<file path="config.mk">
export PLATFORM = sky130hd
export DESIGN_NAME = triangle_check_master
export DESIGN_NICKNAME = d
export VERILOG_FILES = /design/src/rtl/triangle_pkg.sv /design/src/rtl/triangle_check_master_stall_timer.sv /design/src/rtl/triangle_check_master.sv
export SDC_FILE = /design/constraint.sdc
export NUM_CORES = 1
export LEC_CHECK = 0
export ABC_AREA = 1
export CAP_MARGIN = 15
export CORE_MARGIN = 10
export CORE_UTILIZATION = 47
export DETAILED_ROUTE_END_ITERATION = 8
export GPL_TIMING_DRIVEN = 0
export PLACE_DENSITY = 0.81
export SYNTH_ARGS = -nofsm -noshare
export SYNTH_HDL_FRONTEND = slang
export SYNTH_SLANG_ARGS = --single-unit
export TNS_END_PERCENT = 100
</file>
<file path="constraint.sdc">
create_clock -name clk -period 2 [get_ports clk]
set_input_delay 0.4 -clock clk [delete_from_list [all_inputs] [get_ports clk]]
set_output_delay 0.4 -clock clk [all_outputs]
set_load 0.05 [all_outputs]
</file>
<file path="src/rtl/triangle_pkg.sv">
// Shared types and register map for the triangle-check Avalon master.
package triangle_pkg;

   typedef enum logic [2:0] {
      IDLE,
      WR_A,
      WR_B,
      WR_C,
      RD_RES,
      RD_WAIT,
      OUT
   } tc_state_e;

   localparam logic [1:0] ADDR_A      = 2'd0;
   localparam logic [1:0] ADDR_B      = 2'd1;
   localparam logic [1:0] ADDR_C      = 2'd2;
   localparam logic [1:0] ADDR_RESULT = 2'd3;

endpackage

</file>
<file path="src/rtl/triangle_check_master_stall_timer.sv">
// Counts consecutive stalled cycles of one Avalon command; flags the cycle
// whose stall brings the count to TIMEOUT. TIMEOUT=0 never expires.
module avm_stall_timer #(
   parameter int unsigned TIMEOUT = 255
) (
   input  logic clk,
   input  logic reset,
   input  logic clear_i,
   input  logic incr_i,
   output logic expired_o
);

   localparam int unsigned   CW   = (TIMEOUT < 2) ? 1 : $clog2(TIMEOUT);
   localparam logic [CW-1:0] LAST = (TIMEOUT == 0) ? '0 : CW'(TIMEOUT - 1);

   logic [CW-1:0] count_q, count_d;

   always_comb begin
      count_d = count_q;
      if (clear_i) begin
         count_d = '0;
      end else if (incr_i && (count_q != '1)) begin
         count_d = count_q + 1'b1;
      end
   end

   always_ff @(posedge clk) begin
      if (reset) begin
         count_q <= '0;
      end else begin
         count_q <= count_d;
      end
   end

   // Expiry fires on the stalled cycle that would make the count reach TIMEOUT.
   assign expired_o = (TIMEOUT != 0) && incr_i && (count_q == LAST);

endmodule

</file>
<file path="src/rtl/triangle_check_master.sv">
// Avalon-MM master: writes a triangle triple to the checker slave, reads
// RESULT, and returns the verdict on a valid/ready stream.
module triangle_check_master
   import triangle_pkg::*;
#(
   parameter int unsigned DATA_W       = 32,
   parameter int unsigned READ_LATENCY = 1,
   parameter int unsigned TIMEOUT      = 255,
   parameter int unsigned STAT_W       = 16
) (
   input  logic              clk,
   input  logic              reset,
   input  logic              in_valid,
   output logic              in_ready,
   input  logic [DATA_W-1:0] in_a,
   input  logic [DATA_W-1:0] in_b,
   input  logic [DATA_W-1:0] in_c,
   output logic              out_valid,
   input  logic              out_ready,
   output logic              out_is_tri,
   output logic              out_error,
   output logic [1:0]        avm_address,
   output logic              avm_read,
   output logic              avm_write,
   output logic [DATA_W-1:0] avm_writedata,
   input  logic              avm_waitrequest,
   input  logic [DATA_W-1:0] avm_readdata,
   output logic [STAT_W-1:0] stat_total,
   output logic [STAT_W-1:0] stat_tri,
   output tc_state_e         dbg_state
);

   // Handshake rule for both streams: a transfer happens at a rising edge
   // where valid and ready are both 1; valid never waits on ready.

   localparam logic [1:0] LAT_LAST = 2'(READ_LATENCY - 1);

   tc_state_e         state_q, state_d;
   logic [DATA_W-1:0] b_q, b_d, c_q, c_d;
   logic [1:0]        lat_q, lat_d;
   logic              rd_q, rd_d, wr_q, wr_d;
   logic [1:0]        addr_q, addr_d;
   logic [DATA_W-1:0] wdata_q, wdata_d;
   logic              valid_q, valid_d, tri_q, tri_d, err_q, err_d;
   logic [STAT_W-1:0] total_q, total_d, ntri_q, ntri_d;
   logic              stalled, expired;
   logic              unused_rdata;

   assign stalled      = (rd_q | wr_q) & avm_waitrequest;
   assign unused_rdata = ^avm_readdata[DATA_W-1:1];

   avm_stall_timer #(.TIMEOUT(TIMEOUT)) u_timer (
      .clk       (clk),
      .reset     (reset),
      .clear_i   (!stalled),
      .incr_i    (stalled),
      .expired_o (expired)
   );

   always_comb begin
      state_d = state_q;
      b_d     = b_q;
      c_d     = c_q;
      lat_d   = lat_q;
      rd_d    = rd_q;
      wr_d    = wr_q;
      addr_d  = addr_q;
      wdata_d = wdata_q;
      valid_d = valid_q;
      tri_d   = tri_q;
      err_d   = err_q;
      total_d = total_q;
      ntri_d  = ntri_q;
      case (state_q)
         IDLE: begin
            if (in_valid) begin
               b_d     = in_b;
               c_d     = in_c;
               wr_d    = 1'b1;
               addr_d  = ADDR_A;
               wdata_d = in_a;
               state_d = WR_A;
            end
         end
         WR_A: begin
            if (!avm_waitrequest) begin
               addr_d  = ADDR_B;
               wdata_d = b_q;
               state_d = WR_B;
            end
         end
         WR_B: begin
            if (!avm_waitrequest) begin
               addr_d  = ADDR_C;
               wdata_d = c_q;
               state_d = WR_C;
            end
         end
         WR_C: begin
            if (!avm_waitrequest) begin
               wr_d    = 1'b0;
               rd_d    = 1'b1;
               addr_d  = ADDR_RESULT;
               state_d = RD_RES;
            end
         end
         RD_RES: begin
            if (!avm_waitrequest) begin
               rd_d    = 1'b0;
               lat_d   = '0;
               state_d = RD_WAIT;
            end
         end
         RD_WAIT: begin
            if (lat_q == LAT_LAST) begin
               tri_d   = avm_readdata[0];
               err_d   = 1'b0;
               valid_d = 1'b1;
               state_d = OUT;
            end else begin
               lat_d = lat_q + 1'b1;
            end
         end
         OUT: begin
            if (out_ready) begin
               valid_d = 1'b0;
               state_d = IDLE;
               if (total_q != '1) total_d = total_q + 1'b1;
               if (tri_q && !err_q && (ntri_q != '1)) ntri_d = ntri_q + 1'b1;
            end
         end
         default: state_d = IDLE;
      endcase
      // Expiry only happens while a command is stalled, so it never races acceptance.
      if (expired) begin
         rd_d    = 1'b0;
         wr_d    = 1'b0;
         tri_d   = 1'b0;
         err_d   = 1'b1;
         valid_d = 1'b1;
         state_d = OUT;
      end
   end

   always_ff @(posedge clk) begin
      if (reset) begin
         state_q <= IDLE;
         b_q     <= '0;
         c_q     <= '0;
         lat_q   <= '0;
         rd_q    <= 1'b0;
         wr_q    <= 1'b0;
         addr_q  <= '0;
         wdata_q <= '0;
         valid_q <= 1'b0;
         tri_q   <= 1'b0;
         err_q   <= 1'b0;
         total_q <= '0;
         ntri_q  <= '0;
      end else begin
         state_q <= state_d;
         b_q     <= b_d;
         c_q     <= c_d;
         lat_q   <= lat_d;
         rd_q    <= rd_d;
         wr_q    <= wr_d;
         addr_q  <= addr_d;
         wdata_q <= wdata_d;
         valid_q <= valid_d;
         tri_q   <= tri_d;
         err_q   <= err_d;
         total_q <= total_d;
         ntri_q  <= ntri_d;
      end
   end

   assign in_ready      = (state_q == IDLE);
   assign out_valid     = valid_q;
   assign out_is_tri    = tri_q;
   assign out_error     = err_q;
   assign avm_address   = addr_q;
   assign avm_read      = rd_q;
   assign avm_write     = wr_q;
   assign avm_writedata = wdata_q;
   assign stat_total    = total_q;
   assign stat_tri      = ntri_q;
   assign dbg_state     = state_q;

endmodule

</file>
---- Word level (Yosys, flattened, before mapping) ----
Index checks and enable logic that the tools add are counted.
cells by class
  bitwise gates (word level) .............. 3
  add/sub/neg operators ................... 4
  equality and inequality tests ........... 25
  reduce and logical (&&, ||, !) cells .... 30
  mux-type cells .......................... 33
operator list
  cell                                                  number
  2-to-1 mux 32 bit                                     3
  case mux 32 bit (3 select lines)                      1
  adder 16 x 1 -> 16 bit (second input constant)        2
  inequality test 16 bit (second input constant)        2
  2-to-1 mux 3 bit                                      8
  case mux 3 bit (7 select lines)                       1
  inequality test 3 bit (second input constant)         6
  AND reduction 3 bit                                   6
  inequality test 2 bit (second input constant)         8
  AND reduction 7 bit                                   2
  2-to-1 mux 2 bit                                      6
  nonzero test 2 bit                                    5
  equality test 3 bit (second input constant)           3
  2-to-1 mux 1 bit                                      9
  adder 8 x 1 -> 8 bit (second input constant)          1
  equality test 8 bit (second input constant)           1
  inequality test 8 bit (second input constant)         1
  case mux 2 bit (4 select lines)                       1
  equality test 3 x 2 -> 1 bit (second input constant)  2
  case mux 1 bit (2 select lines)                       3
  AND reduction 2 bit                                   3
  nonzero test 3 bit                                    2
  AND reduction 5 bit                                   1
  logical AND 1 bit                                     4
  13 further kinds                                      14
storage, ports and cells
  output and inout port bits .............. 75
  bits in registers ....................... 148
  input bits .............................. 133

---- Longest topological paths before layout ----
Gate-level depths: netlist of the first run.
  depth in word-level cells ............... 5
  mapped depth ............................ 11

---- Modules after synthesis ----
Synthesis of the first run repeated with hierarchy kept, for this count alone.
unflattened totals
  cell total of the unflattened synthesis .. 1096
  area, all modules ....................... 7139.3 um2
by module, submodules not included
  module                 seq. area each (um2)  cells each  times used  area each (um2)
  triangle_check_master  2802.7                1031        1           6692.7
  avm_stall_timer        160.2                 65          1           446.7

---- Worst setup path after synthesis of the first run ----
No wires, ideal clock.
  path kind ............................... register -> register
  start point ............................. reg state_q[1] (netlist: dbg_state[1])
  end point ............................... reg b_q[19]
  path slack .............................. -0.131 ns
  cell stages (with the launch flop) ...... 8
  period minus slack after synthesis ...... 2.131 ns
  arrival time ............................ 2.061 ns
  data required time ...................... 1.930 ns
  path through ............................ dfxtp_1 > nor2_1 > inv_2 > nor2_2 > nand2_2 > buf_2 > buf_2 > a21oi_1
on the way
  cells in the longest elaborated chain, start to end .. 2
ends and longest elaborated chain
  what                           line                          source
  start: declaration             triangle_check_master.sv:38   tc_state_e state_q, state_d;
  start signal: assignment       triangle_check_master.sv:161  state_q <= state_d;
  zero test 3 bit                --
  named net in_ready             triangle_check_master.sv:14   output logic in_ready,
  AND reduction 2 bit (no line)  --
  end signal: assignment         triangle_check_master.sv:148  b_q <= '0;
  end signal: assignment         triangle_check_master.sv:162  b_q <= b_d;
  end: declaration               triangle_check_master.sv:39   logic [DATA_W-1:0] b_q, b_d, c_q, c_d;
The timed path passes the listed nets, and every way through them passes these cells.
A chain may end at the register's enable or synchronous reset.

---- Worst setup path in the final report of the first run ----
  start point ............................. reg wdata_q[26] (netlist: avm_writedata[26])
  end point ............................... out avm_writedata[26]
RTL lines
  what                      line                          source
  start: declaration        triangle_check_master.sv:43   logic [DATA_W-1:0] wdata_q, wdata_d;
  start signal: assignment  triangle_check_master.sv:168  wdata_q <= wdata_d;
  end: declaration          triangle_check_master.sv:25   output logic [DATA_W-1:0] avm_writedata,
No word-level cell between the ends.

==> flow_summary_export.csv, run 1 <==
group,metric,value,unit
sta,finClkSkew,0.005990,ns
die,initial_utilization,48.05,%
synthesis,synthDistinctLibCells,28,
die,die-area,20130,sq um
drt,first_pass_iters,5,
critical_path,path_cells,"clkdlybuf4s50_1",
clock_network,cts_tree,"built",
sta,max_slew_margin,57.35,%
place,gp_congestion,0.9084,
critical_path,start_kind,"flip-flop",
job,maxCapViolCount,0,
final_layout,final_common_cell,"nand2_1",
sta,setup_viol,0,
clock_network,cts_max_level,4,
sta,tightest_slew,0.6398,ns
drt,wl,22410,um
critical_path,cp-end-kind,"output pin",
synthesis,synth_edf_count,0,
status,status,"complete, no violations",
critical_path,path_max_fanout,2,
power,power.switching,5474,uW
sta,hold_viol_final,0,
power,clkPwrFrac,24.2,%
clock_network,insertion_delay,0.43,ns
final_layout,layout.nets,1388,
sta,report.final.slew_viol_count,0,
final_layout,final_cell_mix,"nand2_1, dfxtp_1, nor2_1",
power,p_seq_share,31.9,%
final_layout,layout-drive-gt1-share,7.363,%
critical_path,critPathBufInv,1,
clock_network,numCtsBuffers,17,
die,num_io_pins,208,
drt,drc_errors,0,
synthesis,yosysWarnings,0,
sta,fin_setup_tns,0,ns
synthesis,syn_nets,1190,
clock_network,hold_buffers,0,
drt,ant_nets,0,
drt,first_iter_violations,605,
grt,grt_usage,21.94,%
grt,grt_pass1_vias,7263,
die,core_area,14530,sq um
grt,antenna_found_initial,2,
synthesis,avgSynthCellArea,6.638,sq um
grt,grt_max_degree,17,
clock_network,cts_buffer_depth,2,
synthesis,synth_cells,1052,
synthesis,seq_area_frac_synth,42.43,%
synthesis,ys.flop_type,"dfxtp_1",
sta,min_period_over_period,99.09,%
drt,via_per_inst,5.109,
power,powerDensity,1314,nW/um^2
drt,dr_total_vias,7392,
synthesis,ys_seq_elements,148,
place,post-place-cells,1412,
critical_path,cp.arrival,1.58,ns
place,pre_cts_ws,-0.2122,ns
die,rows,44,
die,die_w,141.9,um
power,p_leak,0.004247,uW
sta,finalCriticalPeriod,1.982,ns
critical_path,slowest_stage,"clkdlybuf4s50_1",
power,switching_share,43.63,%
final_layout,areaGrowthSynthToFinish,36.71,%
final_layout,final_cells,1447,
critical_path,cpPeakStageDelay,0.81,ns
critical_path,critPathRequiredTime,1.60,ns
drt,route.detailed.wl_per_inst,15.49,um
power,power,12550,uW
sta,setup_ws,0.01823,ns
place,portBuffers,176,
final_layout,antennaDiodeCount,0,
sta,rsz0062_at_grt,"no",
synthesis,async_flop_share,0,%
grt,overflow,0,
critical_path,setup.worst_path.class,"reg -> out",
clock_network,clkSlewWorstSetupHoldPaths,0.06,ns
place,dp_hpwl,16900,um
power,irDropWorstVdd,1045,uV
die,die_h,141.9,um
worst_hold_path,holdCritPathClass,"reg -> reg",
sta,fmax,504.6,MHz
clock_network,cts_root_buf,"clkbuf_16",
synthesis,syn-cell-area,6983,sq um
power,combinationalPowerShare,44.0,%
power,power.internal,7072,uW
clock_network,clock-sinks,148,
critical_path,cp_top_family,"buffers and inverters",
grt,grt_pass1_wl,35820,um
==> power by group through the flow <==
stage	registers, uW	clock network [uW]	logic [uW]
4_1_cts	4000	3030	5530
5_1_grt	4070	3150	6030
2_1_floorplan	5260	0	2540
3_5_place_dp	4050	0	5600
3_3_place_gp	4030	0	5530
6_report	4000	3030	5510
==> cells in the mapped netlist (5+ instances only) <==
library cell,n,area [sq um]
a21oi_1,105,525.5
buf_2,19,95.09
buf_4,6,45.04
clkbuf_1,18,67.56
dfxtp_1,148,2963
ha_1,5,62.56
inv_1,91,341.6
inv_2,10,37.54
nand2_1,371,1393
nand3_1,38,190.2
nand3b_1,5,37.54
nand4_1,11,68.82
nor2_1,125,469.2
o211ai_1,22,165.2
o21ai_0,34,170.2
xnor2_1,11,96.34
xor2_1,8,70.07
==> per-layer routing <==
layer | GRT usage, % | part of all wire, % | up-vias
met5 | 0 | 0.045 | -
met4 | 9.306 | 2.9 | 2
met3 | 6.275 | 8.0 | 54
met2 | 36.21 | 47 | 272
met1 | 26.04 | 42 | 3349
li1 | - | - | 3715
==> area by class of cell <==
type	instances	area, sq um
sequential	148	2970
clock buffer	19	442.9
fill	1284	4987
clock inverter	13	107.6
multi-input combinational	758	3436
buffer	45	229.0
inverter	101	379.1
timing repair buffer	179	1752
tap	184	230.2
==> metrics by stage <==
step / cell area (sq um) / utilization [%] / hold slack [ns]
2_1_floorplan: 6990 / - / 0.4293
3_3_place_gp: 8982 / 61.80 / 0.4390
3_5_place_dp: 8982 / 61.80 / 0.4461
4_1_cts: 9469 / 65.15 / 0.4549
5_1_grt: 9547 / 65.69 / 0.4700
6_report: 9547 / 65.69 / 0.4534
==> worst paths after layout <==
path	startpoint	end	slack, ns	cells past startpoint
setup reg to reg	stat_tri[0]	stat_tri[9]	0.13	8
hold / removal	b_q[15]	b_q[15]	0.45	2
hold reg to reg	b_q[15]	b_q[15]	0.45	2
setup / recovery	avm_writedata[26]	avm_writedata[26]	0.02	1
==> registers in the layout, summed over array words and instances, names as in the netlist <==
| register | flops |
|---|---|
| out_is_tri | 1 |
| avm_address | 2 |
| stat_tri | 16 |
| dbg_state | 3 |
| u_timer.count_q | 8 |
| out_valid | 1 |
| avm_writedata | 32 |
| stat_total | 16 |
| c_q | 32 |
| avm_read | 1 |
| lat_q | 2 |
| out_error | 1 |
| avm_write | 1 |
| b_q | 32 |
==> cell families (layout without fill, tap and decap cells) <==
kind of cell / Yosys count / after routing / share of synthesized area, %
DFF: 148 / 148 / 42.43
xor gates and xnor gates: 19 / 19 / 2.383
buffers and inverters: 146 / 357 / 8.618
AOI/OAI and AO/OA: 164 / 164 / 12.58
and+or+nand+nor: 570 / 570 / 33.09
adders and majority gates: 5 / 5 / 0.8959
==> timing repair <==
item / CTS / global route
setup endpoints to repair: 52 / 67
cloned: 0 / 0
buffers inserted: 0 / 3
resized for setup: 59 / 23
pin swaps: 0 / 1
(Power assumes the default switching activity.)
==> run 2: changes to the inputs <==
--- a/config.mk
+++ b/config.mk
@@ -5,13 +5,13 @@
 export SDC_FILE = /design/constraint.sdc
 export NUM_CORES = 1
 export LEC_CHECK = 0
-export ABC_AREA = 1
 export CAP_MARGIN = 15
 export CORE_MARGIN = 10
 export CORE_UTILIZATION = 47
 export DETAILED_ROUTE_END_ITERATION = 8
 export GPL_TIMING_DRIVEN = 0
-export PLACE_DENSITY = 0.81
+export PLACE_DENSITY = 0.82
+export SLEW_MARGIN = 20
 export SYNTH_ARGS = -nofsm -noshare
 export SYNTH_HDL_FRONTEND = slang
 export SYNTH_SLANG_ARGS = --single-unit
==> flow_summary_export.csv, run 2 <==
group,metric,value,unit
synthesis,synth_commonest_cells,"nand2_1, dfxtp_1, a21oi_1",
final_layout,final_cell_mix,"nand2_1, dfxtp_1, clkdlybuf4s50_1",
critical_path,endpoint,"avm_writedata[13]",
synthesis,synth_edf_count,0,
grt,antenna_found_initial,1,
sta,setup_viol,0,
grt,overflow,0,
die,die-area,19280,sq um
drt,via_per_inst,5.574,
worst_hold_path,holdPathStages,2,
job,maxCapViolCount,0,
synthesis,ys.flop_type,"dfxtp_1",
clock_network,cts_root_buf,"clkbuf_16",
sta,rsz0062_at_grt,"yes",
grt,grt_pass1_vias,6429,
power,irDropWorstVdd,596.8,uV
clock_network,insertion_delay,0.43,ns
critical_path,start_kind,"flip-flop",
die,initial_utilization,47.85,%
final_layout,nFillCells,1171,
synthesis,synthDistinctLibCells,53,
status,status,"complete, no violations",
die,die_h,138.9,um
place,dp_hpwl,15400,um
sta,hold_viol_final,0,
clock_network,cts_buffer_depth,2,
synthesis,yosys-top-cells-area,"dfxtp_1, nand2_1, a21oi_1",
synthesis,ys_seq_elements,148,
sta,report.final.slew_viol_count,0,
final_layout,areaGrowthSynthToFinish,41.24,%
drt,first_pass_iters,5,
place,portBuffers,175,
critical_path,cpPeakStageDelay,0.82,ns
drt,drc_errors,0,
critical_path,rrSetupSlack,0.10,ns
drt,wl,21210,um
sta,fmax,508.0,MHz
synthesis,syn-cell-area,6641,sq um
drt,first_iter_violations,455,
clock_network,clock-sinks,148,
grt,grt_pass1_wl,33770,um
grt,grt_usage,21.25,%
critical_path,cp-end-kind,"output pin",
synthesis,yosysWarnings,0,
synthesis,synth_top_area_cell,"dfxtp_1",
critical_path,path_max_fanout,2,
critical_path,setup.worst_path.class,"reg -> out",
drt,route.detailed.wl_per_inst,17.88,um
critical_path,crit_start,"avm_writedata[13]",
critical_path,timing.rr.start,"stat_tri[1]",
sta,tightest_slew,0.8169,ns
synthesis,yosysMostFrequentCell,"nand2_1",
final_layout,final_cells,1186,
final_layout,final_util,67.58,%
sta,hold_ws,0.4554,ns
critical_path,critPathBufInv,1,
critical_path,cp_top_family,"buffers and inverters",
critical_path,slowest_stage,"clkdlybuf4s50_1",
place,post-place-cells,1148,
critical_path,critPathRequiredTime,1.60,ns
synthesis,avgSynthCellArea,8.375,sq um
synthesis,synth_cells,793,
worst_hold_path,holdCritPathClass,"reg -> reg",
critical_path,rr_worst_depth,5,
sta,finClkSkew,0.01166,ns
power,powerDensity,913.5,nW/um^2
drt,ant_nets,0,
final_layout,layout-drive-gt1-share,12.84,%
place,gp_congestion,0.8543,
critical_path,cp.depth,1,
clock_network,clkSlewWorstSetupHoldPaths,0.06,ns
drt,dr_total_vias,6611,
critical_path,reg2reg_to,"stat_tri[0]",
synthesis,seq_area_frac_synth,44.61,%
final_layout,layout.nets,1130,
clock_network,cts_max_level,4,
synthesis,synth_top_area_share,44.61,%
critical_path,path_cells,"clkdlybuf4s50_1",
clock_network,cts_tree,"built",
grt,grt_max_degree,17,
clock_network,numCtsBuffers,17,
power,p_leak,0.003841,uW
synthesis,syn_nets,931,
die,core_area,13880,sq um
sta,min_period_over_period,98.43,%
final_layout,final_common_cell,"nand2_1",
sta,finalCriticalPeriod,1.969,ns
die,rows,43,
critical_path,cp.arrival,1.57,ns
die,die_w,138.9,um
sta,max_slew_margin,45.54,%
die,num_io_pins,208,
synthesis,async_flop_share,0,%
run 2: per-layer routing:
metal	track usage, %	wire length [um]
met3	8.048	2058
met5	0	13
met1	25.03	8519
met4	7.249	349
met2	34.65	10270
run 2: cell families after synthesis:
group / share of synthesized area [%]
AOI/OAI and AO/OA: 24.66
xor gates and xnor gates: 0.3957
adders and majority gates: 0.9420
buffers and inverters: 4.974
DFF: 44.61
muxes: 1.432
and+or+nand+nor: 22.98
run 2: where the power goes:
| part | internal [uW] | switching, uW | total, uW |
|---|---|---|---|
| clock | 2190 | 1260 | 3450 |
| combinational | 680 | 1150 | 1830 |
| sequential | 3170 | 120 | 3290 |
| total | 6040 | 2530 | 8570 |
run 2: how the worst min path moves through the flow:
stage | from | endpoint
floorplan | b_q[0] | b_q[0]
global placement | c_q[30] | c_q[30]
detailed placement | c_q[8] | c_q[8]
CTS | c_q[23] | c_q[23]
global route | c_q[7] | c_q[7]
finish | c_q[28] | c_q[28]
run 2: through the flow:
step | worst slack, ns | cell area, sq um | power (uW) | setup TNS (ns)
after floorplan | 0.00008038 | 6659 | 4475 | 0
after global placement | -0.6560 | 8636 | 5152 | -65.77
after detailed placement | -0.6644 | 8636 | 5175 | -65.58
after CTS | 0.0003119 | 9245 | 8591 | 0
after global routing | -0.01949 | 9378 | 8889 | -0.05615
final | 0.03148 | 9380 | 8569 | 0
run 2: what timing repair did:
item	CTS	global route
pin swaps	1	2
resized for setup	77	56
buffers inserted	0	6
setup endpoints to repair	147	133
hold buffers	0	0
run 2: cell type report:
type                    count  area, sq um  share of cell area [%]
clock inverters            11        173.9                   1.854
flip-flops and latches    148         2969                   31.65
diodes                      1        2.502                 0.02668
plain buffers              58        326.6                   3.481
well taps                 180        225.2                   2.401
multi-input cells         571         3374                   35.97
inverters                  15        56.30                  0.6002
repair buffers            181         1782                   18.99
clock buffers              21        470.5                   5.015
==> run 3: changes to the inputs <==
--- a/config.mk
+++ b/config.mk
@@ -11,6 +11,7 @@
 export DETAILED_ROUTE_END_ITERATION = 8
 export GPL_TIMING_DRIVEN = 0
 export PLACE_DENSITY = 0.82
+export SETUP_SLACK_MARGIN = 0.05
 export SLEW_MARGIN = 20
 export SYNTH_ARGS = -nofsm -noshare
 export SYNTH_HDL_FRONTEND = slang
==> flow_summary_export.csv, run 3 (same netlist as run 2, synthesis figures left out) <==
group,metric,value,unit
status,status,"complete, no violations",
drt,route.met2.wl,10230,um
final_layout,layout.nets,1132,
clock_network,clkSlewWorstSetupHoldPaths,0.06,ns
sta,fmax,527.2,MHz
sta,rsz0062_at_grt,"yes",
sta,tightest_slew,0.7907,ns
critical_path,cp_top_family,"simple AND/OR/NAND/NOR gates",
worst_hold_path,holdCritPathClass,"reg -> reg",
worst_hold_path,holdPathStages,2,
clock_network,cts_tree,"built",
clock_network,numCtsBuffers,17,
place,gp_congestion,0.8538,
power,p_leak,0.003769,uW
drt,via_per_inst,5.682,
critical_path,rr_worst_depth,5,
die,die_h,138.9,um
drt,first_iter_violations,415,
critical_path,path_max_fanout,10,
sta,max_slew_margin,47.29,%
power,powerDensity,940.9,nW/um^2
power,switching_share,28.63,%
grt,grt_usage,20.95,%
final_layout,final_common_cell,"nand2_1",
critical_path,slowest_stage,"nor4_2",
power,power.internal,6354,uW
die,num_io_pins,208,
critical_path,reg2reg_to,"stat_total[2]",
clock_network,hold_buffers,0,
grt,grt_pass1_wl,33310,um
final_layout,nFillCells,1194,
critical_path,path_cells,"nand4_1 > nor4_2 > clkbuf_1 > o21ai_0 > a21oi_1",
die,die_w,138.9,um
grt,antenna_found_initial,0,
power,irDropWorstVdd,646.5,uV
place,dp_hpwl,15380,um
final_layout,layout-drive-gt1-share,14.70,%
grt,grt_pass1_vias,6468,
drt,wl_met3,1970,um
power,combinationalPowerShare,20.4,%
sta,finalCriticalPeriod,1.897,ns
grt,overflow,0,
final_layout,antennaDiodeCount,0,
final_layout,multi_input_area,3392,sq um
critical_path,critPathBufInv,1,
worst_hold_path,worstHoldStart,"b_q[6]",
clock_network,cts_root_buf,"clkbuf_16",
final_layout,areaGrowthSynthToFinish,42.48,%
critical_path,critPathRequiredTime,2.34,ns
critical_path,cpPeakStageDelay,0.47,ns
grt,grt_max_degree,17,
sta,finClkSkew,0.008695,ns
drt,dr_total_vias,6744,
power,p_seq_share,36.9,%
critical_path,crit_start,"stat_total[11]",
drt,met1_length,8532,um
drt,ant_nets,0,
drt,routed.top_layer,"met4",
critical_path,setup.worst_path.class,"reg -> reg",
die,core_area,13880,sq um
sta,report.final.slew_viol_count,0,
power,clkPwrFrac,42.7,%
drt,first_pass_iters,6,
sta,setup_viol,0,
critical_path,start_kind,"flip-flop",
clock_network,clock-sinks,148,
clock_network,cts_buffer_depth,2,
drt,route.detailed.wl_per_inst,17.91,um
power,power,8903,uW
critical_path,cp-end-kind,"flip-flop",
place,portBuffers,175,
sta,hold_ws,0.4538,ns
clock_network,cts_max_level,4,
power,power.switching,2549,uW
final_layout,final_util,68.17,%
final_layout,seqCellArea,2987,sq um
drt,drc_errors,0,
die,initial_utilization,47.85,%
sta,min_period_over_period,94.84,%
worst_hold_path,holdPathEnd,"b_q[6]",
die,die-area,19280,sq um
job,maxCapViolCount,0,
drt,wl,21260,um
final_layout,final_cell_mix,"nand2_1, dfxtp_1, clkdlybuf4s50_1",
sta,hold_viol_final,0,
clock_network,insertion_delay,0.43,ns
critical_path,cp.arrival,2.24,ns
critical_path,rrSetupSlack,0.10,ns
critical_path,timing.rr.start,"stat_total[11]",
die,rows,43,
==> run 3: how the worst max path moves through the flow <==
stage | end | slack, ns | depth (start not counted)
finish | stat_total[2] | 0.10 | 5
global route | stat_tri[0] | 0.02 | 5
CTS | c_q[2] | 0.05 | 7
detailed placement | b_q[14] | -0.62 | 5
global placement | avm_address[1] | -0.58 | 5
floorplan | stat_total[2] | 0.05 | 5
==> run 3: power groups by stage <==
stage / Sequential, uW / Combinational [uW] / Clock, uW
floorplan: 3720 / 754 / 0
global placement: 3340 / 1810 / 0
detailed placement: 3350 / 1830 / 0
CTS: 3280 / 1810 / 3830
global route: 3300 / 1950 / 3960
finish: 3280 / 1820 / 3810
==> run 3: repair_timing <==
item / in CTS / in global routing
buffers inserted: 3 / 4
pin swaps: 3 / 1
resized for setup: 113 / 28
endpoints found under the setup margin: 185 / 101
gates cloned: 0 / 1
==> run 3: area by class of cell <==
cell class	instances	area share, %
inverters	15	0.5950
well taps	180	2.380
multi-input cells	571	35.85
plain buffers	58	3.768
clock buffers	19	4.786
clock inverters	13	2.658
repair buffers	183	18.41
flip-flops and latches	148	31.56
==> run 3: metal layers <==
layer / GRT usage (%) / vias up
met5: 0 / -
met4: 8.402 / 0
met3: 7.740 / 40
met2: 34.35 / 252
met1: 24.20 / 3189
li1: - / 3263
==> run 3: through the flow <==
step | std cells | TNS, ns | worst slack (ns) | cell area (sq um)
3_5_place_dp | 1148 | -58.66 | -0.6187 | 8651
2_1_floorplan | 793 | 0 | 0.05303 | 6674
6_report | 1187 | 0 | 0.1032 | 9463
4_1_cts | 1182 | 0 | 0.05001 | 9366
3_3_place_gp | 1148 | -57.01 | -0.5762 | 8651
5_1_grt | 1187 | 0 | 0.02144 | 9463
==> run 3: worst reg2reg max path, cell delays in order, from the launching register on <==
cell and delay (ns):
dfxtp_1 0.43, nand4_1 0.30, nor4_2 0.47, clkbuf_1 0.33
o21ai_0 0.15, a21oi_1 0.14
